[config.mk]
export PLATFORM = sky130hd
export DESIGN_NAME = vga_capture
export DESIGN_NICKNAME = d
export VERILOG_FILES = /design/src/rtl/vga_capture.sv
export SDC_FILE = /design/constraint.sdc
export NUM_CORES = 1
export LEC_CHECK = 0
export ABC_AREA = 0
export CAP_MARGIN = 25
export CORE_MARGIN = 3
export CORE_UTILIZATION = 55
export CTS_CLUSTER_DIAMETER = 60
export DETAILED_ROUTE_END_ITERATION = 10
export PLACE_DENSITY = 0.88
export SLEW_MARGIN = 20
export SYNTH_ARGS = -nofsm -noshare
export SYNTH_HDL_FRONTEND = slang
export SYNTH_SLANG_ARGS = --single-unit
[constraint.sdc]
create_clock -name clk -period 4.83 [get_ports clk]
set_input_delay 0.966 -clock clk [delete_from_list [all_inputs] [get_ports clk]]
set_output_delay 0.966 -clock clk [all_outputs]
set_load 0.01 [all_outputs]
[src/rtl/vga_capture.sv]
// VGA sink: recovers pixel coordinates from a pixel-clocked hsync/vsync/RGB stream,
// checks the line/frame timing and reports an additive checksum per complete frame.
module vga_capture #(
  parameter int   H_ACTIVE = 640,
  parameter int   H_SYNC   = 96,
  parameter int   H_BP     = 48,
  parameter int   H_TOTAL  = 800,
  parameter int   V_ACTIVE = 480,
  parameter int   V_SYNC   = 2,
  parameter int   V_BP     = 33,
  parameter int   V_TOTAL  = 525,
  parameter logic SYNC_POL = 1'b0
) (
  input  logic        clk,
  input  logic        CPU_RESETN,
  input  logic        hsync,
  input  logic        vsync,
  input  logic [11:0] rgb,
  output logic        locked,
  output logic        px_valid,
  output logic [11:0] px_x,
  output logic [11:0] px_y,
  output logic [11:0] px_rgb,
  output logic        frame_done,
  output logic [31:0] frame_sum,
  output logic [15:0] frame_cnt,
  output logic [7:0]  err_count,
  output logic [3:0]  err_flags
);

  localparam logic [11:0] K_MAX  = 12'(2 * H_TOTAL);
  localparam logic [11:0] K_PRE  = 12'(2 * H_TOTAL - 1);
  localparam logic [11:0] K_LAST = 12'(H_TOTAL - 1);
  localparam logic [11:0] HS_W   = 12'(H_SYNC);
  localparam logic [11:0] X_LO   = 12'(H_SYNC + H_BP);
  localparam logic [11:0] X_HI   = 12'(H_SYNC + H_BP + H_ACTIVE);
  localparam logic [9:0]  Y_LO   = 10'(V_SYNC + V_BP);
  localparam logic [9:0]  Y_HI   = 10'(V_SYNC + V_BP + V_ACTIVE);
  localparam logic [9:0]  L_LAST = 10'(V_TOTAL - 1);

  typedef enum logic [1:0] {SEARCH, MEASURE, LOCKED} state_t;

  state_t      state;
  logic        hs_was_on, vs_was_on;
  logic        hs_on, vs_on, hs_start, hs_end, vs_start;
  logic [11:0] k_reg, k_cur;
  logic [9:0]  l_reg, l_cur;
  logic        h_seen, v_pend;
  logic [11:0] hs_len;
  logic        meas_fail;
  logic [31:0] acc, acc_next;
  logic        err_period, err_width, err_vtot, err_tmo;
  logic [3:0]  fail_bits;
  logic        fail, in_win;

  assign hs_on    = (hsync == SYNC_POL);
  assign vs_on    = (vsync == SYNC_POL);
  assign hs_start = hs_on && !hs_was_on;
  assign hs_end   = !hs_on && hs_was_on;
  assign vs_start = vs_on && !vs_was_on;

  // k and l describe the sample arriving this cycle; the registered copies lag by one.
  always_comb begin
    k_cur = k_reg;
    if (hs_start)
      k_cur = 12'd0;
    else if (k_reg != K_MAX)
      k_cur = k_reg + 12'd1;

    l_cur = l_reg;
    if (hs_start && (vs_start || v_pend))
      l_cur = 10'd0;
    else if (hs_start && (l_reg != 10'h3FF))
      l_cur = l_reg + 10'd1;

    // A saturated k means the stall was already reported as a timeout.
    err_period = hs_start && h_seen && (k_reg != K_MAX) && (k_reg != K_LAST);
    err_width  = hs_end && (hs_len != HS_W);
    err_vtot   = vs_start && (l_reg != L_LAST);
    err_tmo    = !hs_start && (k_reg == K_PRE);

    fail_bits = (state == SEARCH) ? 4'b0000 : {err_tmo, err_vtot, err_width, err_period};
    fail      = |fail_bits;

    in_win = (k_cur >= X_LO) && (k_cur < X_HI) && (l_cur >= Y_LO) && (l_cur < Y_HI);

    acc_next = acc + (px_valid ? {20'd0, px_rgb} : 32'd0);
  end

  always_ff @(posedge clk or negedge CPU_RESETN) begin
    if (!CPU_RESETN) begin
      hs_was_on <= 1'b0;
      vs_was_on <= 1'b0;
      k_reg     <= 12'd0;
      l_reg     <= 10'd0;
      h_seen    <= 1'b0;
      v_pend    <= 1'b0;
      hs_len    <= 12'd0;
    end else begin
      hs_was_on <= hs_on;
      vs_was_on <= vs_on;
      k_reg     <= k_cur;
      l_reg     <= l_cur;
      if (hs_start)
        h_seen <= 1'b1;
      if (hs_start)
        v_pend <= 1'b0;
      else if (vs_start)
        v_pend <= 1'b1;
      if (hs_start)
        hs_len <= 12'd1;
      else if (hs_on && (hs_len != 12'hFFF))
        hs_len <= hs_len + 12'd1;
    end
  end

  // Lock state machine with all outputs registered; a failure in LOCKED drops
  // locked and px_valid on the very next cycle.
  always_ff @(posedge clk or negedge CPU_RESETN) begin
    if (!CPU_RESETN) begin
      state      <= SEARCH;
      meas_fail  <= 1'b0;
      acc        <= 32'd0;
      locked     <= 1'b0;
      px_valid   <= 1'b0;
      px_x       <= 12'd0;
      px_y       <= 12'd0;
      px_rgb     <= 12'd0;
      frame_done <= 1'b0;
      frame_sum  <= 32'd0;
      frame_cnt  <= 16'd0;
      err_count  <= 8'd0;
      err_flags  <= 4'd0;
    end else begin
      frame_done <= 1'b0;
      acc        <= acc_next;
      locked     <= (state == LOCKED);
      px_valid   <= (state == LOCKED) && !fail && in_win;
      if ((state == LOCKED) && !fail && in_win) begin
        px_x   <= k_cur - X_LO;
        px_y   <= {2'b00, l_cur - Y_LO};
        px_rgb <= rgb;
      end

      if (fail) begin
        err_flags <= err_flags | fail_bits;
        if (err_count != 8'hFF)
          err_count <= err_count + 8'd1;
      end

      case (state)
        SEARCH: begin
          if (vs_start) begin
            state     <= MEASURE;
            meas_fail <= 1'b0;
          end
        end
        MEASURE: begin
          if (vs_start) begin
            if (!meas_fail && !fail) begin
              state  <= LOCKED;
              locked <= 1'b1;
              acc    <= 32'd0;
            end
            meas_fail <= 1'b0;
          end else if (fail) begin
            meas_fail <= 1'b1;
          end
        end
        LOCKED: begin
          if (fail) begin
            state  <= SEARCH;
            locked <= 1'b0;
          end else if (vs_start) begin
            frame_sum  <= acc_next;
            frame_cnt  <= frame_cnt + 16'd1;
            frame_done <= 1'b1;
            acc        <= 32'd0;
          end
        end
        default: state <= SEARCH;
      endcase
    end
  end

endmodule

* Word-level counts from Yosys, hierarchy flattened
Index checks and enable logic that the tools add are counted.
Cells by class: multiplexer cells 31, add/subtract/negate cells 8, $lt $le $gt $ge 4, reduce and logical (&&, ||, !) cells 33, eq/ne operators 15, bitwise operators 4
Operators by type and width (number):
- 2-to-1 mux 32 bit | 4
- one-hot mux 32 bit (2 select lines) | 1
- 2-to-1 mux 12 bit | 5
- adder 32 x 12 -> 32 bit | 1
- adder 12 x 1 -> 12 bit, second input constant | 2
- 2-to-1 mux 10 bit | 2
- != test 10 bit, second input constant | 2
- logical AND 1 bit | 18
- adder 16 x 1 -> 16 bit, second input constant | 1
- equality test 12 x 11 -> 1 bit, second input constant | 1
- >= comparator 12 x 8 -> 1 bit, second input constant | 1
- less-than comparator 12 x 10 -> 1 bit, second input constant | 1
- != test 12 x 10 -> 1 bit, second input constant | 1
- != test 12 x 11 -> 1 bit, second input constant | 1
- != test 12 bit, second input constant | 1
- != test 12 x 7 -> 1 bit, second input constant | 1
- subtractor 12 x 8 -> 12 bit, second input constant | 1
- 2-to-1 mux 1 bit | 11
- adder 10 x 1 -> 10 bit, second input constant | 1
- >= comparator 10 x 6 -> 1 bit, second input constant | 1
- less-than comparator 10 bit, second input constant | 1
- subtractor 10 x 6 -> 10 bit, second input constant | 1
- adder 8 x 1 -> 8 bit, second input constant | 1
- 2-to-1 mux 2 bit | 4
- 18 further kinds | 31
Word-level totals: register bits after elaboration 170, bits of input ports 16

* Longest topological paths before layout
word-level depth 12, mapped depth 15, depth with buffers taken out 12

* Least setup slack after synthesis
Ideal clock, no wire load.
path type input to register, from input port hsync, to register px_rgb[0], cell stages on the path 14, slack 817 ps, data required time 4705 ps, path buffers 3, arrival time 3888 ps, cell sequence or2_0 > buf_2 > a41oi_1 > xnor2_1 > nor2_1 > ha_1 > inv_1 > o211ai_1 > or3b_2 > a21o_1 > a2111o_1 > buf_6 > buf_6 > mux2_4
RTL lines:
- start: declaration | RTL line 16 | input logic hsync,
- inverter 1 bit (*) | RTL line 56 | assign hs_on = (hsync == SYNC_POL);
- logical AND 1 bit (*) | RTL line 58 | assign hs_start = hs_on && !hs_was_on;
- logical AND 1 bit | RTL line 73 | else if (hs_start && (l_reg != 10'h3FF))
- 2-to-1 mux 10 bit | RTL line 73
- 2-to-1 mux 10 bit (*) | RTL line 71 | if (hs_start && (vs_start || v_pend))
- named net l_cur[0] | RTL line 47 | logic [9:0] l_reg, l_cur;
- >= comparator 10 x 6 -> 1 bit | RTL line 85 | in_win = (k_cur >= X_LO) && (k_cur < X_HI) && (l_cur >= Y_LO) && (l_cur < Y_HI);
- logical AND 1 bit | RTL line 85
- logical AND 1 bit (*) | RTL line 85
- logical AND 1 bit (*) | RTL line 139 | if ((state == LOCKED) && !fail && in_win) begin
- end signal: assignment | RTL line 142 | px_rgb <= rgb;
- end: declaration | RTL line 23 | output logic [11:0] px_rgb,
Mark *: on every way through the listed nets, which the timed path passes. The rest lies on a longest branch. A chain may end at the register's enable or synchronous reset.

* Worst setup path after layout
from input port hsync, to register px_rgb[3]
The elaborated chain is that of the path after synthesis.

==> run metrics <==
Starting Density=0.574; syn avg cell area=10.6 um2; min setup slack post-route=0.683 ns; P_leak=4.88 nW; Total GRT Usage=0.230; vias in the first global route=6146; routed len/inst=16.8 um; cells after synthesis=804; largest net degree at the start of global routing=114; clock sink total=170; postcts setup bufs=0; io pins=115; CTS Buf Count=17; commonest non-fill, non-tap cells in the layout=dfrtp_1 (170), nor2_1 (112), clkdlybuf4s50_1 (111); antenna violations before repair=0; Die Ht=130 um; H-tree depth=4; R2R setup slack=1.10 ns; Req. time, crit path=5.15 ns; total power=0.00442 W; Hold Buf Count CTS=0; fin crit share=0.859; via count=6323; die area=17000 um2; diode count=0; DP HPWL=13.0 mm; Clock Skew=0.00978 ns; Die W=130 um; number of synthesized flops with an enable pin=0; Area Overhead vs Synth=22.6%; slew of the pin with the lowest slew margin=0.746 ns; cells along the critical path=clkdlybuf4s50_1 -> or2_0 -> a41oi_1 -> xnor2_1 -> nor2_1 -> ha_1 -> inv_1 -> o211ai_1 -> or3b_2 -> a21o_1 -> a2111o_2 -> buf_4 -> mux2_4; Core Util, Final=0.704; worst skew pair latency=0.43 ns; CP max-delay cell=or3b_2; DP Worst Slack=0.252 ns; Main synth FF type=dfrtp_1; pwr/cell area=423 nW/um2; DR DRC count=0; Gates resized, CTS repair=0; drt pass-1 iters=5; sequential share of the synthesized area=0.500; Worst Path Class, Setup=in -> reg; placed cell count=1082; DRT antenna net count=0; cell family with most CP delay=compound AO/OA/AOI/OAI gates; grt ovf=0; vias per cell=5.67; HP Class=in -> async; worst-path fanout max=20; Max Cap Viol=0; crit-path max cell delay=0.51 ns; Reg-to-Reg Start=l_reg[5]; root buf cell=clkbuf_16; Routed WL=18.8 mm; Synthesis Warnings=0; Worst VDD drop=0.298 mV; most common cell after layout, fill and taps aside=dfrtp_1; Setup crit end kind=flop; post-route insts no fill=1115; worst r2r dst=px_rgb[3]; Worst Setup SP=hsync; RSZ-0062 raised after global routing=no; wire length of the first global-routing pass=30.9 mm; CTS tree=built; Worst Path Arrival=4.47 ns; count of final setup violators=0; Final Hold Viols=0; core area=14800 um2; initial drt markers=565; Synth cell types=66; Max Clock Freq=241 MHz; TNS Setup=0 ns; Synth async-reset ratio=1.00; GPL Wtd Cong=0.889; Seq cells post-synth=170; largest registers=acc (32), frame_sum (32), frame_cnt (16); share of cells above drive strength 1=0.112; Min Clock Period, post-route=4.15 ns; Startpoint Class=primary input; clock slew at the register clock pins of the worst setup and hold paths=0.07 ns; status=finished clean; r2r worst-path depth=14; Post-Syn Area=8500 um2; Max Root-Sink Buffers=2; WP buf/inv=3; Worst slew margin=0.502; I/O Buffers=112; fin. max-slew vios=0; # nets final=961; FP Rows=44
## layer usage
metal / wire length, um / GRT usage / vias up
met5: 0 / 0 / -
met4: 316 / 0.0708 / 0
met3: 1090 / 0.0491 / 29
met2: 9060 / 0.379 / 218
met1: 8290 / 0.308 / 3096
li1: - / - / 2980
## where the power goes
part | switching (W) | internal, W
Clock | 0.000622 | 0.000784
Combinational | 0.000597 | 0.000580
Sequential | 0.000187 | 0.00165
Total | 0.00141 | 0.00301
## through the flow
stage               instance area (um2)  hold WS, ns
floorplan                          8510        0.435
global placement                   9790        0.451
detailed placement                 9800        0.458
CTS                               10400        0.475
global route                      10400        0.410
finish                            10400        0.401
## cell usage after synthesis, types with 18 or more instances
cell type / n / area share
and3_1: 18 / 0.013
dfrtp_1: 170 / 0.50
nor2_1: 112 / 0.049
mux2_4: 27 / 0.048
ha_1: 26 / 0.038
xnor2_1: 52 / 0.054
nand2_1: 39 / 0.017
xor2_1: 40 / 0.041
a21oi_1: 39 / 0.023
inv_1: 37 / 0.016
nand3_1: 24 / 0.014
clkbuf_1: 19 / 0.0084
## final cells by class
| cell class | count | area [um2] |
|---|---|---|
| Clock buffer | 17 | 425 |
| Clock inverter | 15 | 178 |
| Inverter | 37 | 139 |
| Tap cell | 184 | 230 |
| Sequential cell | 170 | 4250 |
| Multi-Input combinational cell | 565 | 3950 |
| Timing Repair Buffer | 127 | 1250 |
| Fill cell | 995 | 4380 |
## logic make-up (layout without fill, tap and decap cells)
logic type,count (synthesis),count (layout),synth area share
xor gates and xnor gates,92,92,0.0948
muxes,53,53,0.0796
and+or+nand+nor,294,294,0.175
DFF,170,170,0.500
other,1,2,0.000441
buffers and inverters,70,196,0.0369
adders and majority gates,27,27,0.0406
AOI/OAI and AO/OA,97,97,0.0727
## worst max-delay path by stage
stage	cells past startpoint	to
2_1_floorplan	14	px_rgb[0]
3_3_place_gp	13	px_rgb[10]
3_5_place_dp	13	px_rgb[9]
4_1_cts	13	px_rgb[9]
5_1_grt	13	px_rgb[9]
6_report	13	px_rgb[3]
No activity file was read; power rests on OpenSTA's default activity.
